## src/rtl/pipeline_ctrl_pkg.sv

```systemverilog
// Shared definitions for the pipeline stall/flush sequencer: FSM state encoding,
// bubble encoding and wait-counter sizing.
package pipeline_ctrl_pkg;

  typedef enum logic [1:0] {
    StRun     = 2'd0,
    StMemWait = 2'd1,
    StHalt    = 2'd2
  } ctrl_state_e;

  // Bubble loaded by the stage registers on a flush (addi x0, x0, 0).
  localparam logic [31:0] NopInstr = 32'h0000_0013;

  localparam int unsigned   WaitW   = 8;
  localparam logic [WaitW-1:0] WaitMax = 8'hFF;

endpackage

```

## src/rtl/pipeline_ctrl_sat_counter.sv

```systemverilog
// Saturating up-counter with asynchronous clear; holds at all-ones instead of wrapping.
module sat_counter #(
  parameter int unsigned Width = 16
) (
  input  logic             clk_i,
  input  logic             clear_i,
  input  logic             inc_i,
  output logic [Width-1:0] value_o
);

  logic [Width-1:0] value_d, value_q;

  always_comb begin
    value_d = value_q;
    if (inc_i && (value_q != '1)) begin
      value_d = value_q + Width'(1);
    end
  end

  always_ff @(posedge clk_i or posedge clear_i) begin
    if (clear_i) begin
      value_q <= '0;
    end else begin
      value_q <= value_d;
    end
  end

  assign value_o = value_q;

endmodule

```

## src/rtl/pipeline_ctrl.sv

```systemverilog
// Stall/flush sequencer for the 5-stage core: per-stage write enables and bubble controls,
// halt/resume and memory-wait FSM, sticky memory timeout and saturating perf counters.
module pipeline_ctrl
  import pipeline_ctrl_pkg::*;
#(
  parameter int unsigned CNT_W    = 16,
  parameter int unsigned MAX_WAIT = 15
) (
  input  logic             clk,
  input  logic             rst,
  input  logic             load_hazard,
  input  logic             branch_taken,
  input  logic             mem_req,
  input  logic             mem_ack,
  input  logic             halt_req,
  input  logic             resume,
  output logic             pc_en,
  output logic             if_id_en,
  output logic             if_id_flush,
  output logic             id_ex_en,
  output logic             id_ex_flush,
  output logic             ex_mem_en,
  output logic             mem_wb_en,
  output logic             halted,
  output logic             mem_timeout,
  output logic [CNT_W-1:0] stall_cnt,
  output logic [CNT_W-1:0] flush_cnt
);

  localparam logic [WaitW-1:0] MaxWaitW = WaitW'(MAX_WAIT);

  ctrl_state_e      state_d, state_q;
  logic [WaitW-1:0] wait_d, wait_q;
  logic             halted_d, halted_q;
  logic             timeout_d, timeout_q;
  logic             advance;
  logic             halt_entry;
  logic             stall_inc, flush_inc;

  always_comb begin
    state_d     = state_q;
    wait_d      = '0;
    advance     = 1'b0;
    halt_entry  = 1'b0;
    pc_en       = 1'b0;
    if_id_en    = 1'b0;
    if_id_flush = 1'b0;
    id_ex_en    = 1'b0;
    id_ex_flush = 1'b0;
    ex_mem_en   = 1'b0;
    mem_wb_en   = 1'b0;

    unique case (state_q)
      StRun: begin
        if (halt_req) begin
          state_d    = StHalt;
          halt_entry = 1'b1;
        end else if (mem_req && !mem_ack) begin
          state_d = StMemWait;
          wait_d  = WaitW'(1);
        end else begin
          advance = 1'b1;
        end
      end
      StMemWait: begin
        if (mem_ack) begin
          state_d = StRun;
          advance = 1'b1;
        end else begin
          wait_d = (wait_q == WaitMax) ? wait_q : wait_q + WaitW'(1);
        end
      end
      StHalt: begin
        if (resume) begin
          state_d = StRun;
        end
      end
      default: state_d = StRun;
    endcase

    // A taken branch squashes the ID instruction, so a load hazard is moot that cycle.
    if (advance) begin
      pc_en     = 1'b1;
      if_id_en  = 1'b1;
      id_ex_en  = 1'b1;
      ex_mem_en = 1'b1;
      mem_wb_en = 1'b1;
      if (branch_taken) begin
        if_id_flush = 1'b1;
        id_ex_flush = 1'b1;
      end else if (load_hazard) begin
        pc_en       = 1'b0;
        if_id_en    = 1'b0;
        id_ex_flush = 1'b1;
      end
    end

    if (rst) begin
      pc_en       = 1'b0;
      if_id_en    = 1'b0;
      if_id_flush = 1'b0;
      id_ex_en    = 1'b0;
      id_ex_flush = 1'b0;
      ex_mem_en   = 1'b0;
      mem_wb_en   = 1'b0;
    end

    halted_d  = (state_d == StHalt);
    timeout_d = timeout_q || ((state_d == StMemWait) && (wait_d >= MaxWaitW));
  end

  // The cycle that enters HALT belongs to the halt, not to the stall statistics.
  assign stall_inc = !pc_en && (state_q != StHalt) && !halt_entry;
  assign flush_inc = advance && branch_taken;

  always_ff @(posedge clk or posedge rst) begin
    if (rst) begin
      state_q   <= StRun;
      wait_q    <= '0;
      halted_q  <= 1'b0;
      timeout_q <= 1'b0;
    end else begin
      state_q   <= state_d;
      wait_q    <= wait_d;
      halted_q  <= halted_d;
      timeout_q <= timeout_d;
    end
  end

  assign halted      = halted_q;
  assign mem_timeout = timeout_q;

  sat_counter #(
    .Width(CNT_W)
  ) u_stall_cnt (
    .clk_i  (clk),
    .clear_i(rst),
    .inc_i  (stall_inc),
    .value_o(stall_cnt)
  );

  sat_counter #(
    .Width(CNT_W)
  ) u_flush_cnt (
    .clk_i  (clk),
    .clear_i(rst),
    .inc_i  (flush_inc),
    .value_o(flush_cnt)
  );

endmodule

```

## config.mk

```make
export PLATFORM = sky130hd
export DESIGN_NAME = pipeline_ctrl
export DESIGN_NICKNAME = d
export VERILOG_FILES = /design/src/rtl/pipeline_ctrl_pkg.sv /design/src/rtl/pipeline_ctrl_sat_counter.sv /design/src/rtl/pipeline_ctrl.sv
export SDC_FILE = /design/constraint.sdc
export NUM_CORES = 1
export LEC_CHECK = 0
export BUFFER_PORTS_ARGS = -buffer_cell sky130_fd_sc_hd__buf_2
export CORE_UTILIZATION = 30
export DETAILED_ROUTE_END_ITERATION = 7
export GPL_ROUTABILITY_DRIVEN = 1
export PLACE_DENSITY = 0.48
export SYNTH_ARGS = -nofsm -noshare
export SYNTH_HDL_FRONTEND = slang
export SYNTH_SLANG_ARGS = --single-unit
```

## constraint.sdc

```tcl
create_clock -name clk -period 2.2 [get_ports clk]
set_input_delay 0.11 -clock clk [delete_from_list [all_inputs] [get_ports clk]]
set_output_delay 0.11 -clock clk [all_outputs]
set_load 0.1 [all_outputs]
```

[After elaboration in Yosys (flattened, before gate mapping)]
Index checks and enable logic that the tools add are counted.
Storage, ports and cells
  word-level logic and storage cells: 59
  input port bits: 8
  bits in registers: 44
Operators by class
  reduce and logical (&&, ||, !) cells: 12
  add/sub/neg operators: 3
  $lt $le $gt $ge: 1
  multiplexer cells: 29
  eq/ne operators: 8
Operator list (number)
  $add A16 B1 Y16 const B: 2
  $ne A16 B16 Y1 const B: 2
  $mux W1: 20
  $mux W8: 2
  $pmux W8 S2: 1
  $add A8 B1 Y8 const B: 1
  $eq A8 B8 Y1 const B: 1
  $ge A8 B4 Y1 const B: 1
  $mux W2: 4
  $logic_and A1 B1 Y1: 7
  $pmux W2 S3: 1
  $eq A2 B1 Y1 const B: 2
  $eq A2 B2 Y1 const B: 2
  $logic_not A1 Y1: 3
  $logic_not A2 Y1: 1
  $ne A2 B2 Y1 const B: 1
  $pmux W1 S2: 1
  $logic_or A1 B1 Y1: 1

[Logic depth before layout (Yosys ltp)]
Gate-level depths: netlist of run 1.
  depth after elaboration: 11
  mapped depth: 7
  gate-level depth less buffers: 6

[Modules after synthesis]
From an unflattened synthesis of run 1, not the netlist that was laid out.
Unflattened totals
  cells, all modules: 215
  area, all modules: 2331.0 um^2
Modules (own cells, without submodules)
  sat_counter: cells an instance 71, area an instance 805.8 um^2, seq. area each 400.4 um^2, instances 2
  pipeline_ctrl: cells an instance 73, area an instance 719.4 um^2, seq. area each 300.3 um^2, instances 1

[Worst setup path before layout of run 1]
No wires, ideal clock.
  path type: flip-flop to output port
  from: register state_q[0]
  to: output port pc_en
  path slack: -859 ps
  data arrival time: 2949 ps
  stages on the path, launching flop included: 5
  path through: dfrtp_1 -> o21ba_1 -> or4_1 -> nor2_1 -> buf_4
Between the ends
  word-level cells in the longest chain between the ends: 4
Ends and longest elaborated chain
  start: declaration: line pipeline_ctrl.sv:32  | ctrl_state_e state_d, state_q;
  start signal: assignment: line pipeline_ctrl.sv:118  | state_q <= StRun;
  start signal: assignment: line pipeline_ctrl.sv:123  | state_q <= state_d;
  $eq A2 B1 Y1 / $logic_not A2 Y1 (equally long branches): line pipeline_ctrl.sv:53  | unique case (state_q)
  $pmux W1 S2 (*): line pipeline_ctrl.sv:53
  $mux W1 (*) (2 in series)
  end: declaration: line pipeline_ctrl.sv:17  | output logic pc_en,
Every way passes the cells marked *; elsewhere a longest branch is shown, timed or not.

[Worst setup path after layout of run 1]
  from: register state_q[0]
  to: output port if_id_flush
Between the ends
  word-level cells in the longest chain between the ends: 4
Ends and longest elaborated chain
  $eq A2 B1 Y1 / $logic_not A2 Y1 (equally long branches): line pipeline_ctrl.sv:53
  $pmux W1 S2 (*): line pipeline_ctrl.sv:53
  $mux W1 (*): line pipeline_ctrl.sv:82  | if (advance) begin
  $mux W1 (*): line pipeline_ctrl.sv:98  | if (rst) begin
  end: declaration: line pipeline_ctrl.sv:19  | output logic if_id_flush,
Marked as above.

==> results of run 1 <==
through the flow:
stage | std cells | util, %
global placement | 368 | 38.0
CTS | 378 | 40.0
global route | 379 | 40.1
floorplan | 221 | -
detailed placement | 368 | 38.0
finish | 379 | 40.1
routing by layer:
| metal | vias up | global-route usage (%) |
|---|---|---|
| met5 | - | 0 |
| met4 | 0 | 4.40 |
| met3 | 4 | 3.82 |
| met2 | 38 | 20.3 |
| met1 | 871 | 18.5 |
| li1 | 903 | - |
timing repair:
action,4_1_cts,5_1_grt
hold buffers,2,1
gates resized for setup,0,0
hold endpoints to repair,20,1
cell usage in the layout (no fill, tap or decap), types with 2 or more instances in the layout:
master | synthesis | final
sky130_fd_sc_hd__nor2_1 | 22 | 20
sky130_fd_sc_hd__nor3_1 | 4 | 4
sky130_fd_sc_hd__buf_12 | 0 | 7
sky130_fd_sc_hd__and4_1 | 2 | 2
sky130_fd_sc_hd__nand4b_1 | 2 | 2
sky130_fd_sc_hd__nor4_1 | 5 | 5
sky130_fd_sc_hd__or4_1 | 2 | 2
sky130_fd_sc_hd__xor2_1 | 8 | 8
sky130_fd_sc_hd__a31oi_1 | 4 | 4
sky130_fd_sc_hd__nor2_2 | 0 | 2
sky130_fd_sc_hd__and2_1 | 2 | 2
sky130_fd_sc_hd__a311oi_1 | 2 | 2
sky130_fd_sc_hd__dfrtp_1 | 44 | 21
sky130_fd_sc_hd__inv_1 | 9 | 8
sky130_fd_sc_hd__nand2_1 | 17 | 17
sky130_fd_sc_hd__buf_2 | 0 | 42
sky130_fd_sc_hd__dfrtp_2 | 0 | 23
sky130_fd_sc_hd__a21oi_1 | 10 | 10
sky130_fd_sc_hd__mux2_1 | 2 | 2
sky130_fd_sc_hd__nor2b_1 | 3 | 3
sky130_fd_sc_hd__dlygate4sd3_1 | 0 | 3
sky130_fd_sc_hd__clkbuf_8 | 0 | 7
sky130_fd_sc_hd__nand4_1 | 16 | 16
sky130_fd_sc_hd__ha_1 | 3 | 3
sky130_fd_sc_hd__nand3_1 | 12 | 12
sky130_fd_sc_hd__and3_1 | 5 | 5
sky130_fd_sc_hd__xnor2_1 | 22 | 22
sky130_fd_sc_hd__buf_4 | 3 | 6
final timing paths:
path,start,to,depth (start not counted)
setup / recovery,state_q[0],if_id_flush,4
hold / removal,mem_req,wait_q[0],3
setup reg to reg,state_q[0],u_flush_cnt.value_o[11],5
hold reg to reg,u_flush_cnt.value_o[11],u_flush_cnt.value_o[11],1
max in group asynchronous,rst,u_stall_cnt.value_o[0],4
min in group asynchronous,rst,u_stall_cnt.value_o[10],3
where the power goes:
group	total [mW]	internal (mW)	leakage (nW)	switching (mW)
Sequential	1.08	0.933	0.554	0.143
Combinational	1.23	0.231	0.656	0.996
Clock	0.690	0.401	0.0645	0.289
Total	2.99	1.57	1.27	1.43
cells by family after synthesis:
group                    after synthesis  share of synthesized area [%]
AO/OA/AOI/OAI                         26                           8.91
XOR/XNOR                              30                           11.7
adder cells (fa/ha/maj)                3                           1.67
buffers and inverters                 17                           3.68
flip-flops                            44                           49.0
multiplexers                           3                           1.45
AND/OR/NAND/NOR                       98                           23.6
worst min-delay path, delay by kind of cell:
kind,cells,cell delay (ns)
and+or+nand+nor,1,0.08
AOI/OAI and AO/OA,1,0.10
buffers and inverters,1,0.12
area by class of cell:
type,count,share of cell area (%)
clock inverters,1,1.03
multi-input cells,160,36.7
repair buffers,58,14.6
flip-flops and latches,44,38.8
inverters,10,1.29
clock buffers,7,3.31
well taps,99,4.26
sequential cells by signal (all words and copies together) (netlist names):
name and count:
wait_q 8, halted 1, u_stall_cnt.value_o 16, state_q 2, mem_timeout 1, u_flush_cnt.value_o 16
==> results.cfg, run 1 <==
[run_status]
run_status = complete, no violations

[power_and_ir_drop]
power.total_mw = 2.99
maximum_ir_drop_on_the_vdd_rail_mv = 0.878
cellPowerDensity_mw_per_mm2 = 1030
leakagePower_nw = 1.27

[clock_network]
root_buffer = sky130_fd_sc_hd__clkbuf_8
clkLatencyLatePin_ns = 0.30
clockBufferDepth = 2
cts.sink_count = 44
path_clk_slew_ns = 0.08
tritoncts = yes
cts_max_level = 2
cts.repair_timing.setup_buffer_count = 0
cts-buffers-inserted = 5

[global_routing]
global_route.overflow_total = 0
pin_count_of_the_biggest_net_entering_global_routing = 27
grt_first_pass_wirelength_um = 8050
via_count_of_the_first_global_routing_pass = 1723
groute.usage.overall_pct = 13.4
antenna_found_initial = 0

[worst_setup_path]
critical-path-slowest-cell = sky130_fd_sc_hd__or4b_4
cp.arrival_ns = 2.00
rrSetupSlack_ns = 0.21
critical_path.max_stage_delay_ns = 0.59
crit_type = flip-flop to output port
cp.required_ns = 2.09
worst_setup_path_end_kind = output port
worstSetupStartpointType = flip-flop
path_max_fanout = 6
cpLargestDelayFamily = simple AND/OR/NAND/NOR gates
crit_buf_inv = 1
crit_chain = o21ba_1 -> or4b_4 -> nor2_2 -> buf_2

[timing]
final.hold.worst_slack_ns = 0.159
final_critical_path_time_including_i_o_delays_and_setup_ns = 2.11
layout_worst_path_cycle_share_pct = 95.8
worst_slew_pin_slew_ns = 0.733
slew_viol_final = 0
grt_setup_unrepaired = no
setup_total_negative_slack_ns = 0
final_count_of_negative_setup_slack_endpoints = 0
max-slew-margin-rel_pct = 50.9
setup_ws_ns = 0.0913
finalClockSkew_ns = 0.00456
hold_violations = 0
max_freq_mhz = 474

[synth]
mappedNetlistNets = 232
sequential_cell_area_fraction_in_the_yosys_report_pct = 49.0
register_bit_total_from_synthesis = 44
synth.largest_area_cell = sky130_fd_sc_hd__dfrtp_1
yosys-top-cells-area = sky130_fd_sc_hd__dfrtp_1 (49%), sky130_fd_sc_hd__xnor2_1 (8.6%), sky130_fd_sc_hd__nand4_1 (4.5%)
synthesis.instances = 221
post_synthesis_async_set_or_reset_flop_share_pct = 100
netlist_area_mm2 = 0.00225
syn-mean-instance-area_um2 = 10.2
synthTopCellsByCount = sky130_fd_sc_hd__dfrtp_1 (44), sky130_fd_sc_hd__nor2_1 (22), sky130_fd_sc_hd__xnor2_1 (22)
synth_enable_flop_cells = 0
ys_warn_count = 0
synth_cell_types = 42
ys.flop_type = sky130_fd_sc_hd__dfrtp_1
synthMostInstantiatedCell = sky130_fd_sc_hd__dfrtp_1
synth_top_cell_area_share_pct = 49.0

[cells_and_area]
layout_cells_sized_above_1_pct = 33.2
ff_latch_area_mm2 = 0.00113
antenna-diode-count = 0
multi_input_combinational_cell_area_mm2 = 0.00107
final_net_count = 290
layout-area-overhead-vs-synth_pct = 29.6
final.fill_count = 725
finalInstanceArea_mm2 = 0.00291

[placement]
placement.io_buffers = 48
hpwlAfterDp_um = 3690
dp_worst_setup_slack_ns = 0.215
globalplace.congestion = 0.776
dpl_cell_area_mm2 = 0.00275

[die]
die-area_mm2 = 0.00784
start_util_pct = 31.0
overall_die_height_um = 88.5
floorplan.core_area_mm2 = 0.00725
design.portCount = 49
die_w_um = 88.5
row_count = 31

[hold_path]
worst_hold_check_path_type = input pin to flip-flop

[job]
timing.max_cap.violations = 0

[drt]
drt-vias-per-instance = 4.79
wl_met1_um = 2470
postRouteAntennaNets = 0
first_iter_violations = 66
dr_wl_met2_um = 2200
route.vias.total = 1816
top_layer_used = met4
routed_wl_um = 4900
per_cell_routed_wire_length_um = 12.9
met3WireLength_um = 194
drt_pre_antenna_iters = 4
post-route-drc-count = 0
Note: power is estimated with default switching activity, not from simulation.
==> inputs of run 2 (changes only) <==
- BUFFER_PORTS_ARGS: -buffer_cell sky130_fd_sc_hd__buf_2 -> -buffer_cell sky130_fd_sc_hd__buf_4
==> run 2 against run 1 <==
Effect of this change: wire length grew 0.39%; critical path depth up 2; non-clock buffer count is the same; global-route usage increased by 0.17 points; clock skew is 0.0017 ns higher; die area unchanged; largest cell class unchanged; largest power group unchanged.
==> results.cfg, run 2 (synthesis results as in run 1) <==
[clock_network]
root_buffer = sky130_fd_sc_hd__clkbuf_8
tritoncts = yes
path_clk_slew_ns = 0.08
clockBufferDepth = 2
post_cts.resized_instances = 0
clkLatencyLatePin_ns = 0.29
cts_max_level = 2
cts-buffers-inserted = 5
cts.sink_count = 44

[power_and_ir_drop]
seq_power_share_pct = 37.5
leakagePower_nw = 1.25
internal_power_mw = 1.46
switching_power_share_of_the_total_pct = 49.2
p_sw_mw = 1.42
maximum_ir_drop_on_the_vdd_rail_mv = 0.713
cellPowerDensity_mw_per_mm2 = 992
comb_power_share_pct = 44.1
power.clock.fraction_pct = 18.5

[placement]
placement.io_buffers = 48
dp_worst_setup_slack_ns = 0.206
globalplace.congestion = 0.804
hpwlAfterDp_um = 3610

[run_status]
run_status = complete, no violations

[job]
timing.max_cap.violations = 0

[die]
floorplan.core_area_mm2 = 0.00725
row_count = 31
die-area_mm2 = 0.00784
start_util_pct = 31.0
design.portCount = 49
die_w_um = 88.5
overall_die_height_um = 88.5

[cells_and_area]
layout_cells_sized_above_1_pct = 32.5
layout.cells.most_common = sky130_fd_sc_hd__buf_4
antenna-diode-count = 0
final_net_count = 290
layout-area-overhead-vs-synth_pct = 29.3
final.fill_count = 745
final_cell_mix = sky130_fd_sc_hd__buf_4 (54), sky130_fd_sc_hd__dfrtp_2 (23), sky130_fd_sc_hd__xnor2_1 (22)

[hold_path]
worst_hold_check_path_type = input pin to flip-flop

[timing]
slew_viol_final = 0
layout_worst_path_cycle_share_pct = 95.9
grt_setup_unrepaired = no
worst_slew_pin_slew_ns = 0.427
finalClockSkew_ns = 0.00628
max-slew-margin-rel_pct = 71.4
setup_ws_ns = 0.0908
final_count_of_negative_setup_slack_endpoints = 0
max_freq_mhz = 474
setup_total_negative_slack_ns = 0
hold_violations = 0
final_critical_path_time_including_i_o_delays_and_setup_ns = 2.11
final.hold.worst_slack_ns = 0.159

[global_routing]
global_route.overflow_total = 0
antenna_found_initial = 0
via_count_of_the_first_global_routing_pass = 1720
groute.usage.overall_pct = 13.6
grt_first_pass_wirelength_um = 8190
pin_count_of_the_biggest_net_entering_global_routing = 45

[drt]
routed_wl_um = 4920
post-route-drc-count = 0
first_iter_violations = 47
per_cell_routed_wire_length_um = 13.0
drt-vias-per-instance = 4.79
postRouteAntennaNets = 0
route.vias.total = 1815
drt_pre_antenna_iters = 4

[worst_setup_path]
crit_type = input pin to output port
worstSetupStartpointType = input pin
worst_setup_path_end_kind = output port
path_max_fanout = 4
cp.arrival_ns = 2.00
cp.required_ns = 2.09
-- run 2: worst paths after layout --
kind,from,depth (start not counted),to,slack (ns)
worst max-delay path,mem_ack,6,id_ex_flush,0.09
worst min-delay path,mem_req,3,state_q[0],0.16
worst max register to register,state_q[0],5,u_flush_cnt.value_o[11],0.20
worst min register to register,u_stall_cnt.value_o[14],1,u_stall_cnt.value_o[14],0.49
max in group asynchronous,rst,4,u_flush_cnt.value_o[4],1.54
min in group asynchronous,rst,4,state_q[0],0.43
-- run 2: power by group through the flow --
| stage | Combinational (mW) | Clock (mW) | Sequential [mW] |
|---|---|---|---|
| finish | 1.27 | 0.532 | 1.08 |
| detailed placement | 1.27 | 0 | 1.09 |
| CTS | 1.28 | 0.562 | 1.08 |
| global route | 1.33 | 0.590 | 1.11 |
| floorplan | 0.281 | 0 | 1.79 |
| global placement | 1.27 | 0 | 1.10 |
-- run 2: layer usage --
| layer | track usage [%] | wire length [um] | up-vias |
|---|---|---|---|
| met5 | 0 | 0 | - |
| met4 | 3.96 | 0 | 0 |
| met3 | 3.26 | 208 | 0 |
| met2 | 21.1 | 2300 | 43 |
| met1 | 18.8 | 2410 | 866 |
| li1 | - | - | 906 |
-- run 2: per-stage QoR --
stage                     instance area, um^2  utilization, %  total power, mW  instances
after floorplan                          2280               -             2.07        221
after global placement                   2780            38.4             2.37        368
after detailed placement                 2780            38.4             2.37        368
after CTS                                2900            40.0             2.92        379
after global routing                     2900            40.0             3.03        379
final                                    2900            40.0             2.88        379
-- run 2: critical path, stage by stage --
cell and delay (ns):
sky130_fd_sc_hd__dlygate4sd3_1 0.53, sky130_fd_sc_hd__buf_4 0.12, sky130_fd_sc_hd__o21ba_1 0.14, sky130_fd_sc_hd__or4_1 0.57, sky130_fd_sc_hd__nor2_1 0.20, sky130_fd_sc_hd__buf_4 0.32
-- run 2: repair_timing --
item,in CTS,in global routing
hold endpoints to repair,47,0
buffers inserted,0,0
hold buffers,3,0
-- run 2: area by class of cell --
class | instances | area [um^2] | share of cell area (%)
clock buffer | 8 | 90.1 | 3.10
inverter | 10 | 37.5 | 1.29
multi-input combinational | 160 | 1070 | 36.8
sequential | 44 | 1130 | 38.9
tap | 99 | 124 | 4.27
timing repair buffer | 58 | 455 | 15.7
==> inputs of run 3 (changes only) <==
- CORE_UTILIZATION: 30 -> 42
- PLACE_DENSITY: 0.48 -> 0.66
- clock period: 2.2 -> 1.8 ns (I/O delays scaled with it)
==> run 3 against run 2 <==
Effect of this change: the flow now finishes with violations (setup timing); hold slack got worse by 0.013 ns; die area fell by 28%; non-clock buffer count rose by 16; register-to-register slack got worse by 0.37 ns; setup slack got worse by 0.33 ns; critical endpoint is now pc_en.
==> results.cfg, run 3 (synthesis results as in run 1) <==
[clock_network]
path_clk_slew_ns = 0.09
cts-buffers-inserted = 5
cts.sink_count = 44
clockBufferDepth = 2
cts_max_level = 2
root_buffer = sky130_fd_sc_hd__clkbuf_8
tritoncts = yes
clkLatencyLatePin_ns = 0.30

[cells_and_area]
final.fill_count = 421
final_cell_mix = sky130_fd_sc_hd__buf_4 (59), sky130_fd_sc_hd__xnor2_1 (21), sky130_fd_sc_hd__dfrtp_4 (21)
antenna-diode-count = 0
final_net_count = 307
layout_cells_sized_above_1_pct = 49.8
layout-area-overhead-vs-synth_pct = 50.7
finalInstanceArea_mm2 = 0.00338
layout.cells.most_common = sky130_fd_sc_hd__buf_4

[drt]
routed_wl_um = 5170
postRouteAntennaNets = 0
first_iter_violations = 118
per_cell_routed_wire_length_um = 14.1
drt-vias-per-instance = 5.19
drt_pre_antenna_iters = 4
route.vias.total = 1905
post-route-drc-count = 0

[global_routing]
pin_count_of_the_biggest_net_entering_global_routing = 45
global_route.overflow_total = 0
grt_first_pass_wirelength_um = 8360
via_count_of_the_first_global_routing_pass = 1782
groute.usage.overall_pct = 20.1
antenna_found_initial = 0

[power_and_ir_drop]
comb_power_share_pct = 43.6
internal_power_mw = 2.13
p_sw_mw = 1.79
power.total_mw = 3.92
switching_power_share_of_the_total_pct = 45.7
maximum_ir_drop_on_the_vdd_rail_mv = 1.32
cellPowerDensity_mw_per_mm2 = 1160
leakagePower_nw = 1.41
power.clock.fraction_pct = 21.2
seq_power_share_pct = 35.2

[timing]
layout_worst_path_cycle_share_pct = 114
slew_viol_final = 0
setup_total_negative_slack_ns = -2.56
worst_slew_pin_slew_ns = 0.572
setup_ws_ns = -0.243
hold_violations = 0
final_critical_path_time_including_i_o_delays_and_setup_ns = 2.04
grt_setup_unrepaired = yes
final_count_of_negative_setup_slack_endpoints = 22
max-slew-margin-rel_pct = 61.8
finalClockSkew_ns = 0.0102
max_freq_mhz = 489

[die]
design.portCount = 49
overall_die_height_um = 75.1
floorplan.core_area_mm2 = 0.00514
row_count = 26
die_w_um = 75.1
start_util_pct = 43.7
die-area_mm2 = 0.00564

[placement]
globalplace.congestion = 0.769
placement.io_buffers = 48
dpl_cell_area_mm2 = 0.00296
hpwlAfterDp_um = 3500

[hold_path]
worst_hold_check_path_type = input pin to flip-flop

[worst_setup_path]
critical-path-slowest-cell = sky130_fd_sc_hd__or4_4
crit_type = flip-flop to output port
worstSetupStartpointType = flip-flop
cpLargestDelayFamily = simple AND/OR/NAND/NOR gates
cp.required_ns = 1.71
critical_path.max_stage_delay_ns = 0.54
path_max_fanout = 3
crit_chain = o21ba_1 -> or4_4 -> buf_6 -> nor2_4 -> buf_12
crit_buf_inv = 2
worst_setup_path_end_kind = output port
cp.arrival_ns = 1.95

[run_status]
violations = setup timing
run_status = complete, but fails checks

[job]
timing.max_cap.violations = 0
-- run 3: changes by cell type in the layout (fill, tap and decap cells not counted), moves of 4 or more --
cell                      change
sky130_fd_sc_hd__buf_12       +6
sky130_fd_sc_hd__buf_4        +5
sky130_fd_sc_hd__buf_6        +5
sky130_fd_sc_hd__dfrtp_1     -11
sky130_fd_sc_hd__dfrtp_2     -10
sky130_fd_sc_hd__dfrtp_4     +21
sky130_fd_sc_hd__nor2_1       -5
sky130_fd_sc_hd__nor2_4       +4
-- run 3: repair_timing --
action / CTS / global route
setup endpoints to repair: 30 / 36
setup buffers: 4 / 0
gates cloned: 1 / 0
hold endpoints to repair: 47 / 0
gates resized for setup: 34 / 18
hold buffers: 3 / 0
pin swaps: 12 / 11
-- run 3: through the flow --
step	setup slack, ns	hold slack [ns]	utilization, %	std cells
after floorplan	-0.231	0.163	-	221
after global placement	-0.114	0.274	57.6	351
after detailed placement	-0.143	0.277	57.6	351
after CTS	-0.227	0.122	64.3	367
after global routing	-0.322	0.162	65.8	367
final	-0.243	0.146	65.8	367
-- run 3: power groups by stage --
stage	clock [mW]	sequential (mW)	combinational, mW
floorplan	0	2.27	0.385
global placement	0	1.40	1.62
detailed placement	0	1.40	1.64
CTS	0.860	1.38	1.70
global route	0.904	1.41	1.78
finish	0.832	1.38	1.71
-- run 3: worst min-delay path, cell delays in order --
cell,delay (ns)
sky130_fd_sc_hd__buf_4,0.10
sky130_fd_sc_hd__a21oi_1,0.07
sky130_fd_sc_hd__nor3_1,0.13
-- run 3: area by class of cell --
class	count	area (um^2)	area share, %
multi-input combinational	161	1260	37.3
sequential	44	1200	35.3
timing repair buffer	74	669	19.8
clock buffer	7	96.3	2.85
tap	70	87.6	2.59
inverter	10	42.5	1.26
clock inverter	1	30.0	0.887
-- run 3: per-layer routing --
metal  share of wire, %  track usage [%]  vias to the layer above
met2                 49             32.5                       43
met5                  0                0                        -
met4                1.1             5.87                        0
met1                 46             26.2                      917
met3                3.8             5.76                        7
li1                   -                -                      938
-- run 3: final timing paths --
kind	from	end	slack, ns	cells after the start
worst min-delay path	mem_req	state_q[0]	0.15	3
worst max register to register	state_q[0]	u_flush_cnt.value_o[11]	-0.17	6
worst min register to register	u_flush_cnt.value_o[6]	u_flush_cnt.value_o[6]	0.50	1
max in group asynchronous	rst	u_flush_cnt.value_o[0]	0.83	4
min in group asynchronous	rst	halted	0.51	4
worst max-delay path	state_q[0]	pc_en	-0.24	5
